### src/rtl/rsa_xcel_modexp_arbiter.sv
// rsa_xcel_modexp_arbiter: round-robin share of one modexp unit among NREQS val/rdy requesters,
// one transaction in flight, result routed back only to the granted lane.
module rsa_xcel_modexp_arbiter #(
    parameter int NREQS = 2,
    parameter int OWNW  = (NREQS > 1) ? $clog2(NREQS) : 1
) (
    input  logic                  clk,
    input  logic                  reset,
    input  logic [NREQS*96-1:0]   req_istream_msg,
    input  logic [NREQS-1:0]      req_istream_val,
    output logic [NREQS-1:0]      req_istream_rdy,
    output logic [NREQS*32-1:0]   req_ostream_msg,
    output logic [NREQS-1:0]      req_ostream_val,
    input  logic [NREQS-1:0]      req_ostream_rdy,
    output logic [95:0]           modexp_istream_msg,
    output logic                  modexp_istream_val,
    input  logic                  modexp_istream_rdy,
    input  logic [31:0]           modexp_ostream_msg,
    input  logic                  modexp_ostream_val,
    output logic                  modexp_ostream_rdy,
    output logic                  busy,
    output logic [OWNW-1:0]       owner
);
    typedef enum logic [1:0] {IDLE, SEND, WAIT, RESP} state_t;

    state_t          state_q, state_d;
    logic [OWNW-1:0] ptr_q, ptr_d, owner_q, owner_d;
    logic [95:0]     req_q, req_d;
    logic [31:0]     res_q, res_d;
    logic            gnt_val;
    logic [OWNW-1:0] gnt_idx;
    logic [NREQS-1:0] gnt_oh, own_oh;
    logic [95:0]     gnt_msg;

    // Winner is the valid lane with the smallest rotational distance from ptr.
    always_comb begin
        int d, best;
        d = 0;
        best = NREQS;
        gnt_val = 1'b0;
        gnt_idx = '0;
        gnt_oh = '0;
        gnt_msg = '0;
        for (int i = 0; i < NREQS; i++) begin
            d = i - int'(ptr_q);
            if (d < 0) d = d + NREQS;
            if (req_istream_val[i] && d < best) begin
                best = d;
                gnt_val = 1'b1;
                gnt_idx = OWNW'(i);
                gnt_oh = '0;
                gnt_oh[i] = 1'b1;
                gnt_msg = req_istream_msg[i*96 +: 96];
            end
        end
    end

    always_comb begin
        own_oh = '0;
        for (int i = 0; i < NREQS; i++) own_oh[i] = (OWNW'(i) == owner_q);
    end

    always_comb begin
        state_d = state_q;
        ptr_d = ptr_q;
        owner_d = owner_q;
        req_d = req_q;
        res_d = res_q;
        case (state_q)
            IDLE: if (gnt_val) begin
                req_d = gnt_msg;
                owner_d = gnt_idx;
                state_d = SEND;
            end
            SEND: if (modexp_istream_rdy) state_d = WAIT;
            WAIT: if (modexp_ostream_val) begin
                res_d = modexp_ostream_msg;
                state_d = RESP;
            end
            RESP: if (|(req_ostream_rdy & own_oh)) begin
                ptr_d = (int'(owner_q) == NREQS - 1) ? '0 : owner_q + OWNW'(1);
                state_d = IDLE;
            end
        endcase
    end

    always_ff @(posedge clk or posedge reset) begin
        if (reset) begin
            state_q <= IDLE;
            ptr_q <= '0;
            owner_q <= '0;
            req_q <= '0;
            res_q <= '0;
        end else begin
            state_q <= state_d;
            ptr_q <= ptr_d;
            owner_q <= owner_d;
            req_q <= req_d;
            res_q <= res_d;
        end
    end

    // Reset gating keeps a requester from seeing an accept that the held-in-reset FSM never takes.
    assign req_istream_rdy    = (!reset && state_q == IDLE) ? gnt_oh : '0;
    assign req_ostream_val    = (state_q == RESP) ? own_oh : '0;
    assign modexp_istream_val = (state_q == SEND);
    assign modexp_istream_msg = (state_q == SEND) ? req_q : '0;
    assign modexp_ostream_rdy = (state_q == WAIT);
    assign busy               = (state_q != IDLE);
    assign owner              = owner_q;

    always_comb begin
        req_ostream_msg = '0;
        for (int i = 0; i < NREQS; i++)
            req_ostream_msg[i*32 +: 32] = (state_q == RESP && own_oh[i]) ? res_q : 32'd0;
    end
endmodule

### config.mk
export PLATFORM = sky130hd
export DESIGN_NAME = rsa_xcel_modexp_arbiter
export DESIGN_NICKNAME = d
export VERILOG_FILES = /design/src/rtl/rsa_xcel_modexp_arbiter.sv
export SDC_FILE = /design/constraint.sdc
export NUM_CORES = 1
export LEC_CHECK = 0
export ABC_AREA = 1
export CAP_MARGIN = 20
export CORE_MARGIN = 4
export CORE_UTILIZATION = 30
export CTS_CLUSTER_DIAMETER = 200
export DETAILED_ROUTE_END_ITERATION = 8
export GPL_TIMING_DRIVEN = 1
export PLACE_DENSITY = 0.65
export SYNTH_ARGS = -nofsm -noshare
export SYNTH_HDL_FRONTEND = slang
export SYNTH_SLANG_ARGS = --single-unit
### constraint.sdc
create_clock -name clk -period 13.2 [get_ports clk]
set_input_delay 1.98 -clock clk [delete_from_list [all_inputs] [get_ports clk]]
set_output_delay 1.98 -clock clk [all_outputs]
set_load 0.02 [all_outputs]
==> results of run 1 <==
## registers in the layout, indices dropped and copies added (netlist names)
name     flops
owner        1
ptr_q        1
req_q       96
res_q       32
state_q      2
## cells in the final DEF, fill, tap and decap left out, types with 5 or more instances in the layout
master	count
clkdlybuf4s50_1	399
buf_4	7
inv_1	139
clkbuf_16	17
a21oi_1	32
dfrtp_1	132
inv_6	5
nand2_1	437
nor2_1	99
nand3_1	130
## metrics by stage
step / cell area, sq um / worst slack, ns
after floorplan: 7120 / 6.04
after global placement: 11300 / 7.11
after detailed placement: 11300 / 7.14
after CTS: 11900 / 7.14
after global routing: 11900 / 7.04
final: 11900 / 7.23
## cell type report
type	count	share of cell area
Clock buffer	17	0.0357
Clock inverter	14	0.0147
Inverter	144	0.0459
Multi-Input combinational cell	713	0.250
Sequential cell	132	0.277
Tap cell	319	0.0335
Timing Repair Buffer	408	0.343
## worst max path at each step
stage / to / slack, ns
global route: req_istream_rdy[0] / 7.04
finish: req_istream_rdy[0] / 7.23
global placement: req_istream_rdy[0] / 7.11
floorplan: req_istream_rdy[0] / 6.04
detailed placement: req_istream_rdy[0] / 7.14
CTS: req_istream_rdy[0] / 7.14
## worst max-delay path, stage by stage
cell	delay, ns
clkdlybuf4s50_1	0.48
inv_6	0.48
nand3_1	0.23
inv_1	0.15
clkdlybuf4s50_1	0.63
## logic make-up after synthesis
group / after synthesis / synth area share
buf+inv: 206 / 0.120
flops: 132 / 0.464
fa+ha+maj: 5 / 0.00879
compound gates: 37 / 0.0285
simple gates: 671 / 0.379
## power breakdown
group          switching (uW)  internal [uW]  total [uW]
Combinational             702            475        1180
Clock                     195            299         494
Sequential               86.5            586         673
## per-layer routing
metal	global-route usage	vias to the layer above	wire length, um
met5	0	-	0
met4	0.0681	0	707
met3	0.0606	41	2190
met2	0.324	295	12700
met1	0.240	3542	11000
li1	-	3871	-
==> impl_metrics.toml, run 1 <==
[outcome]
status = "completed"

[min_path]
min_path_cells = 2
hold-path-endpoint = "req_q[62]"
hp-start = "req_q[62]"
worstHoldPathType = "flip-flop to flip-flop"

[clock_network]
cts_buffers = 17
cts_resized = 0
cts_setup_buffers = 0
clkLatencyLatePin_ns = 0.42
cts_tree = "done"
htreeDepth = 4
clockBufferDepth = 2
hold_buffers = 0
ctsRootBufferMaster = "clkbuf_16"
path_clk_slew_ns = 0.06
clock-sinks = 132

[synthesis]
async_flop_share = 1.00
yosys.area.top_type_share = 0.464
synth_nets = 1288
yosys_warnings = 0
ys_top_cells_by_count = "438 x nand2_1, 140 x inv_1, 132 x dfrtp_1"
synth_ff_type = "dfrtp_1"
syn_area_sq_um = 7120
synth-edff-count = 0
synth.most_common_cell = "nand2_1"
ys_ff_latch = 132
yosysSeqAreaShare = 0.464
yosysUniqueCellTypes = 21
synth_area_leaders = "dfrtp_1 46%, nand2_1 23%, nand3_1 9.1%, inv_1 7.4%, nor2_1 5.2%"
synth_top_area_cell = "dfrtp_1"
synthCells = 1051
synth.avg_cell_area_sq_um = 6.77

[pwr]
ir_worst_vdd_v = 0.0000927
p_leak_uw = 0.00622
powerDensity_nw_per_um2 = 197
totalPowerFinal_uw = 2340

[global_routing]
grt_pass1_wl_mm = 40.9
grt_max_degree = 97
grt_pass1_vias = 7464
grt_antenna_before_repair = 0
grt.overflow.total = 0
grt_usage = 0.195

[placement]
dp_hpwl_mm = 18.7
gp_congestion = 0.830
io_buffers = 399
dpl.cell_count = 1715

[run]
cap_violations = 0

[timing]
drv_slew = 0
finalCritPeriodShare = 0.452
holdWs_ns = 0.479
worstMarginPinSlew_ns = 1.14
hold_viol = 0
rsz0062_at_grt = "no"
max_freq_mhz = 167
fin_skew_ns = 0.0117
max_slew_margin = 0.238
tns_ns = 0
setup_violations = 0
period_needed_ns = 5.97

[die]
die_x_um = 162
io_pins = 400
dieHeight_um = 162
row_count = 56
core_sq_um = 23400
start_util = 0.304
dieArea_sq_um = 26200

[final_layout]
fillers = 2299
area_growth_pct = 67.6
finalNonFillerCells = 1747
nets = 1653
antennaDiodeCount = 0
drive_gt1_frac = 0.0364
seqCellArea_sq_um = 3300
fin_util = 0.510
multiInputGateArea_sq_um = 2980

[critical_path]
worstSetupPathType = "input port to primary output"
reg2reg_slack_ns = 10.76
cp-start-kind = "input port"
reg2reg_depth = 7
critPathRequiredTime_ns = 11.22
worst_r2r_endpoint = "req_q[8]"
r2r-start = "state_q[1]"
crit_path_end_kind = "primary output"
cp.arrival_ns = 3.99
path_max_fanout = 69
cp-startpoint = "reset"

[routing]
ant_nets = 0
via_per_inst = 4.44
drt_iter0_drc = 482
num_vias = 7749
drc_errors = 0
drt_first_pass_iters = 5
wirelength_mm = 26.5
avgRoutedWirePerCell_um = 15.2
(Power assumes the default switching activity.)
==> run 2: changes to the inputs <==
==> constraint.sdc (replaced) <==
create_clock -name clk -period 6.03 [get_ports clk]
set_input_delay 0.9045 -clock clk [delete_from_list [all_inputs] [get_ports clk]]
set_output_delay 0.9045 -clock clk [all_outputs]
set_load 0.02 [all_outputs]
==> impl_metrics.toml, run 2 (synthesis results as in run 1) <==
[global_routing]
grt_antenna_before_repair = 0
grt.overflow.total = 0
grt_pass1_vias = 7660
grt_usage = 0.199
grt_max_degree = 97
grt_pass1_wl_mm = 41.5

[placement]
pre_cts_ws_ns = 2.27
gp_congestion = 0.828
dp_hpwl_mm = 19.6
io_buffers = 399

[clock_network]
cts_setup_buffers = 0
cts_tree = "done"
hold_buffers = 0
clkLatencyLatePin_ns = 0.42
clock-sinks = 132
path_clk_slew_ns = 0.06
htreeDepth = 4
cts_resized = 0
cts_buffers = 17
clockBufferDepth = 2
ctsRootBufferMaster = "clkbuf_16"

[final_layout]
mostFrequentLayoutCells = "437 x nand2_1, 399 x clkdlybuf4s50_1, 139 x inv_1"
layout.cells.most_common = "nand2_1"
largest_register_ffs = 96
area_growth_pct = 66.8
fillers = 2312
antennaDiodeCount = 0
regMostFlops = "req_q"
top_regs = "req_q (96), res_q (32), state_q (2)"
nets = 1654
drive_gt1_frac = 0.0378

[critical_path]
critPathSlowestCell = "clkdlybuf4s50_1"
slowest_delay_ns = 0.62
cp-start-kind = "flip-flop"
crit_buf_inv = 4
path_max_fanout = 60
cp_common_cell = "inv_1"
worstPathCellList = "inv_1, ha_4, buf_4, nand2_1, inv_1, clkdlybuf4s50_1"
cp.arrival_ns = 2.95
critPathRequiredTime_ns = 5.13
crit_path_end_kind = "primary output"
crit_family = "buffers and inverters"
worstSetupPathType = "flip-flop to primary output"

[timing]
max_freq_mhz = 259
hold_viol = 0
drv_slew = 0
fin_skew_ns = 0.0163
rsz0062_at_grt = "no"
worstMarginPinSlew_ns = 1.11
period_needed_ns = 3.86
max_slew_margin = 0.258
setup_violations = 0
tns_ns = 0
finalWorstSetupSlack_ns = 2.17
finalCritPeriodShare = 0.640

[pwr]
pwr-share-clk = 0.193
powerDensity_nw_per_um2 = 424
swShare = 0.430
ir_worst_vdd_v = 0.000234
p_int_uw = 2870
power_frac_comb = 0.508
p_leak_uw = 0.00620
power.share.sequential = 0.300
switching_power_uw = 2160

[die]
start_util = 0.304
io_pins = 400
core_sq_um = 23400
row_count = 56
die_x_um = 162
dieHeight_um = 162
dieArea_sq_um = 26200

[routing]
drc_errors = 0
num_vias = 7707
wirelength_mm = 26.7
avgRoutedWirePerCell_um = 15.3
drt_iter0_drc = 583
via_per_inst = 4.41
ant_nets = 0
drt_first_pass_iters = 5

[min_path]
worstHoldPathType = "flip-flop to flip-flop"

[run]
cap_violations = 0

[outcome]
status = "completed"
## run 2: path summary, 6_finish.rpt
| path | startpoint | end | slack, ns | cells after the start |
|---|---|---|---|---|
| hold / removal | req_q[74] | req_q[74] | 0.48 | 2 |
| min in group asynchronous | reset | req_q[36] | 0.97 | 2 |
| hold reg to reg | req_q[74] | req_q[74] | 0.48 | 2 |
| max in group asynchronous | reset | req_q[27] | 3.71 | 3 |
| setup / recovery | state_q[1] | modexp_istream_msg[44] | 2.17 | 6 |
| setup reg to reg | state_q[0] | req_q[14] | 3.65 | 7 |
## run 2: final cells by class
cell class                 count  area (sq um)  share of cell area
multi-input combinational    713          2980               0.251
timing repair buffer         409          4080               0.344
inverter                     144           547              0.0461
clock buffer                  18           439              0.0370
clock inverter                14           119              0.0100
tap                          319           399              0.0336
sequential                   132          3300               0.278
## run 2: metal layers
metal,part of all wire,up-vias,track usage
met5,0,-,0
met4,0.021,0,0.0584
met3,0.084,31,0.0650
met2,0.49,320,0.338
met1,0.40,3480,0.243
li1,-,3876,-
## run 2: stage by stage
step / cells / hold WS (ns) / instance area (sq um) / util / power (uW)
global route: 1749 / 0.493 / 11900 / 0.507 / 5420
floorplan: 1051 / 0.449 / 7120 / - / 2990
global placement: 1716 / 0.461 / 11300 / 0.482 / 4060
detailed placement: 1716 / 0.469 / 11300 / 0.482 / 4100
CTS: 1748 / 0.484 / 11800 / 0.506 / 5100
finish: 1749 / 0.477 / 11900 / 0.507 / 5030
## run 2: tightest hold or removal path: stages (launching register included)
cell and delay, ns:
dfrtp_1 0.34, nand2_1 0.05, nand2_1 0.06
## run 2: power groups by stage
| stage | Clock [uW] | Sequential [uW] | Combinational [uW] |
|---|---|---|---|
| after floorplan | 0 | 1440 | 1550 |
| after global placement | 0 | 1510 | 2550 |
| after detailed placement | 0 | 1520 | 2580 |
| after CTS | 1000 | 1510 | 2590 |
| after global routing | 1040 | 1550 | 2830 |
| final | 969 | 1510 | 2550 |
==> RTL change: new RTL, config.mk and constraints of run 1 <==
Add an input register stage for `modexp_istream_rdy`, `modexp_ostream_msg` and `modexp_ostream_val`, with the module's reset; this delays them by one clock. The other inputs are not delayed to match.
--- a/src/rtl/rsa_xcel_modexp_arbiter.sv
+++ b/src/rtl/rsa_xcel_modexp_arbiter.sv
@@ -22,6 +22,22 @@
     output logic [OWNW-1:0]       owner
 );
     typedef enum logic [1:0] {IDLE, SEND, WAIT, RESP} state_t;
+
+    logic modexp_istream_rdy_q;
+    logic [31:0] modexp_ostream_msg_q;
+    logic modexp_ostream_val_q;
+
+    always_ff @(posedge clk or posedge reset) begin
+        if (reset) begin
+            modexp_istream_rdy_q <= '0;
+            modexp_ostream_msg_q <= '0;
+            modexp_ostream_val_q <= '0;
+        end else begin
+            modexp_istream_rdy_q <= modexp_istream_rdy;
+            modexp_ostream_msg_q <= modexp_ostream_msg;
+            modexp_ostream_val_q <= modexp_ostream_val;
+        end
+    end
 
     state_t          state_q, state_d;
     logic [OWNW-1:0] ptr_q, ptr_d, owner_q, owner_d;
@@ -72,9 +88,9 @@
                 owner_d = gnt_idx;
                 state_d = SEND;
             end
-            SEND: if (modexp_istream_rdy) state_d = WAIT;
-            WAIT: if (modexp_ostream_val) begin
-                res_d = modexp_ostream_msg;
+            SEND: if (modexp_istream_rdy_q) state_d = WAIT;
+            WAIT: if (modexp_ostream_val_q) begin
+                res_d = modexp_ostream_msg_q;
                 state_d = RESP;
             end
             RESP: if (|(req_ostream_rdy & own_oh)) begin
Behaviour: not the same (a bounded check fails within 4 cycles, from zero or initial values and one cycle with reset high).
==> RTL change against run 1 <==
- utilization fell by 3.2 points
- register-to-register slack got worse by 0.41 ns
- sequential share of layout area rose by 3.3 points
- die area rose by 20%
- count of clock-buffer cells in the layout rose by 1
- routed wire length rose by 8.5%
- worst setup slack got worse by 0.24 ns
- synthesized area rose by 21%
- via count rose by 10%
- sequential cell count rose by 34
- synthesized cell count rose by 18%
- total power rose by 5.2%
- final area rose by 12%
==> RTL change: results (changes against run 1) <==
----------------------------------------------------
[Route]
  Routed WL ... 28800 um (+8.5%)
  Met2 WL post-DR ... 14000 um (+10%)
  Routed wl met3 ... 2440 um (+11%)
  Number of design-rule violations left by the first detailed-router iteration ... 403 (-16%)
  Average vias per placed instance ... 4.27 (-3.8%)

[Timing]
  Worst slew pin tran ... 1.01 ns (-0.137 ns)
  Fin Clk Skew ... 0.0115 ns (-0.000158 ns)

[GRT]
  Global-route met3 utilization ... 5.45% (-0.61 points)
  All-layer global routing usage ... 17.9% (-1.6 points)
  Vias in the first global route ... 8423 (+13%)
  Wire length of the first global-routing pass ... 45000 um (+10%)
  M1 GR Usage ... 22.1% (-1.9 points)

[Synth]
  Adder-cell area share of the yosys netlist ... 0.726% (-0.15 points)
  List of most frequent post-synthesis cells ... nand2_1 (463), inv_1 (237), nor2_1 (178), dfrtp_1 (166), nand3_1 (85)

[Worst setup path]
  Reg-to-reg startpoint ... state_q[0]
  Stage delay of the slowest cell on the critical path ... 0.96 ns (+0.33 ns)
  Source of the critical timing path ... req_istream_val[0]

[Layout]
  Non-filler cells, final ... 1998 (+14%)
  Share of final-layout standard cells stronger than drive strength 1 ... 3.27% (-0.37 points)

[Place]
  Dpl hpwl ... 20800 um (+11%)
  Cell area after placement ... 12800 um2 (+13%)
  Placer Congestion ... 0.806 (-2.9%)

[Min path]
  Hold path startpoint ... req_q[92]

[Power and ir drop]
  Lkg Pwr ... 7.23 nW (+16%)

[Outcome]
  Status ... finished, final reports clean

----------------------------------------------------
RTL change: power breakdown:
| part | leakage (nW) | internal, mW | switching [mW] | total, mW |
|---|---|---|---|---|
| sequential | 2.02 | 0.693 | 0.0847 | 0.777 |
| combinational | 4.91 | 0.465 | 0.697 | 1.16 |
| clock | 0.293 | 0.289 | 0.237 | 0.526 |
RTL change: area by class of cell:
cell class / count / area [um2]
clock buffer: 18 / 429
fill: 2839 / 14700
timing repair buffer: 407 / 4070
clock inverter: 14 / 185
sequential: 166 / 4150
inverter: 240 / 906
tap: 378 / 473
multi-input combinational: 775 / 3190
RTL change: path summary, 6_finish.rpt:
path,depth (start not counted),slack [ns],to
worst max-delay path,6,6.98,req_istream_rdy[0]
worst min-delay path,2,0.48,req_q[92]
worst max register to register,7,10.35,req_q[60]
worst min register to register,2,0.48,req_q[92]
max in group asynchronous,3,9.95,res_q[10]
min in group asynchronous,2,2.00,req_q[0]
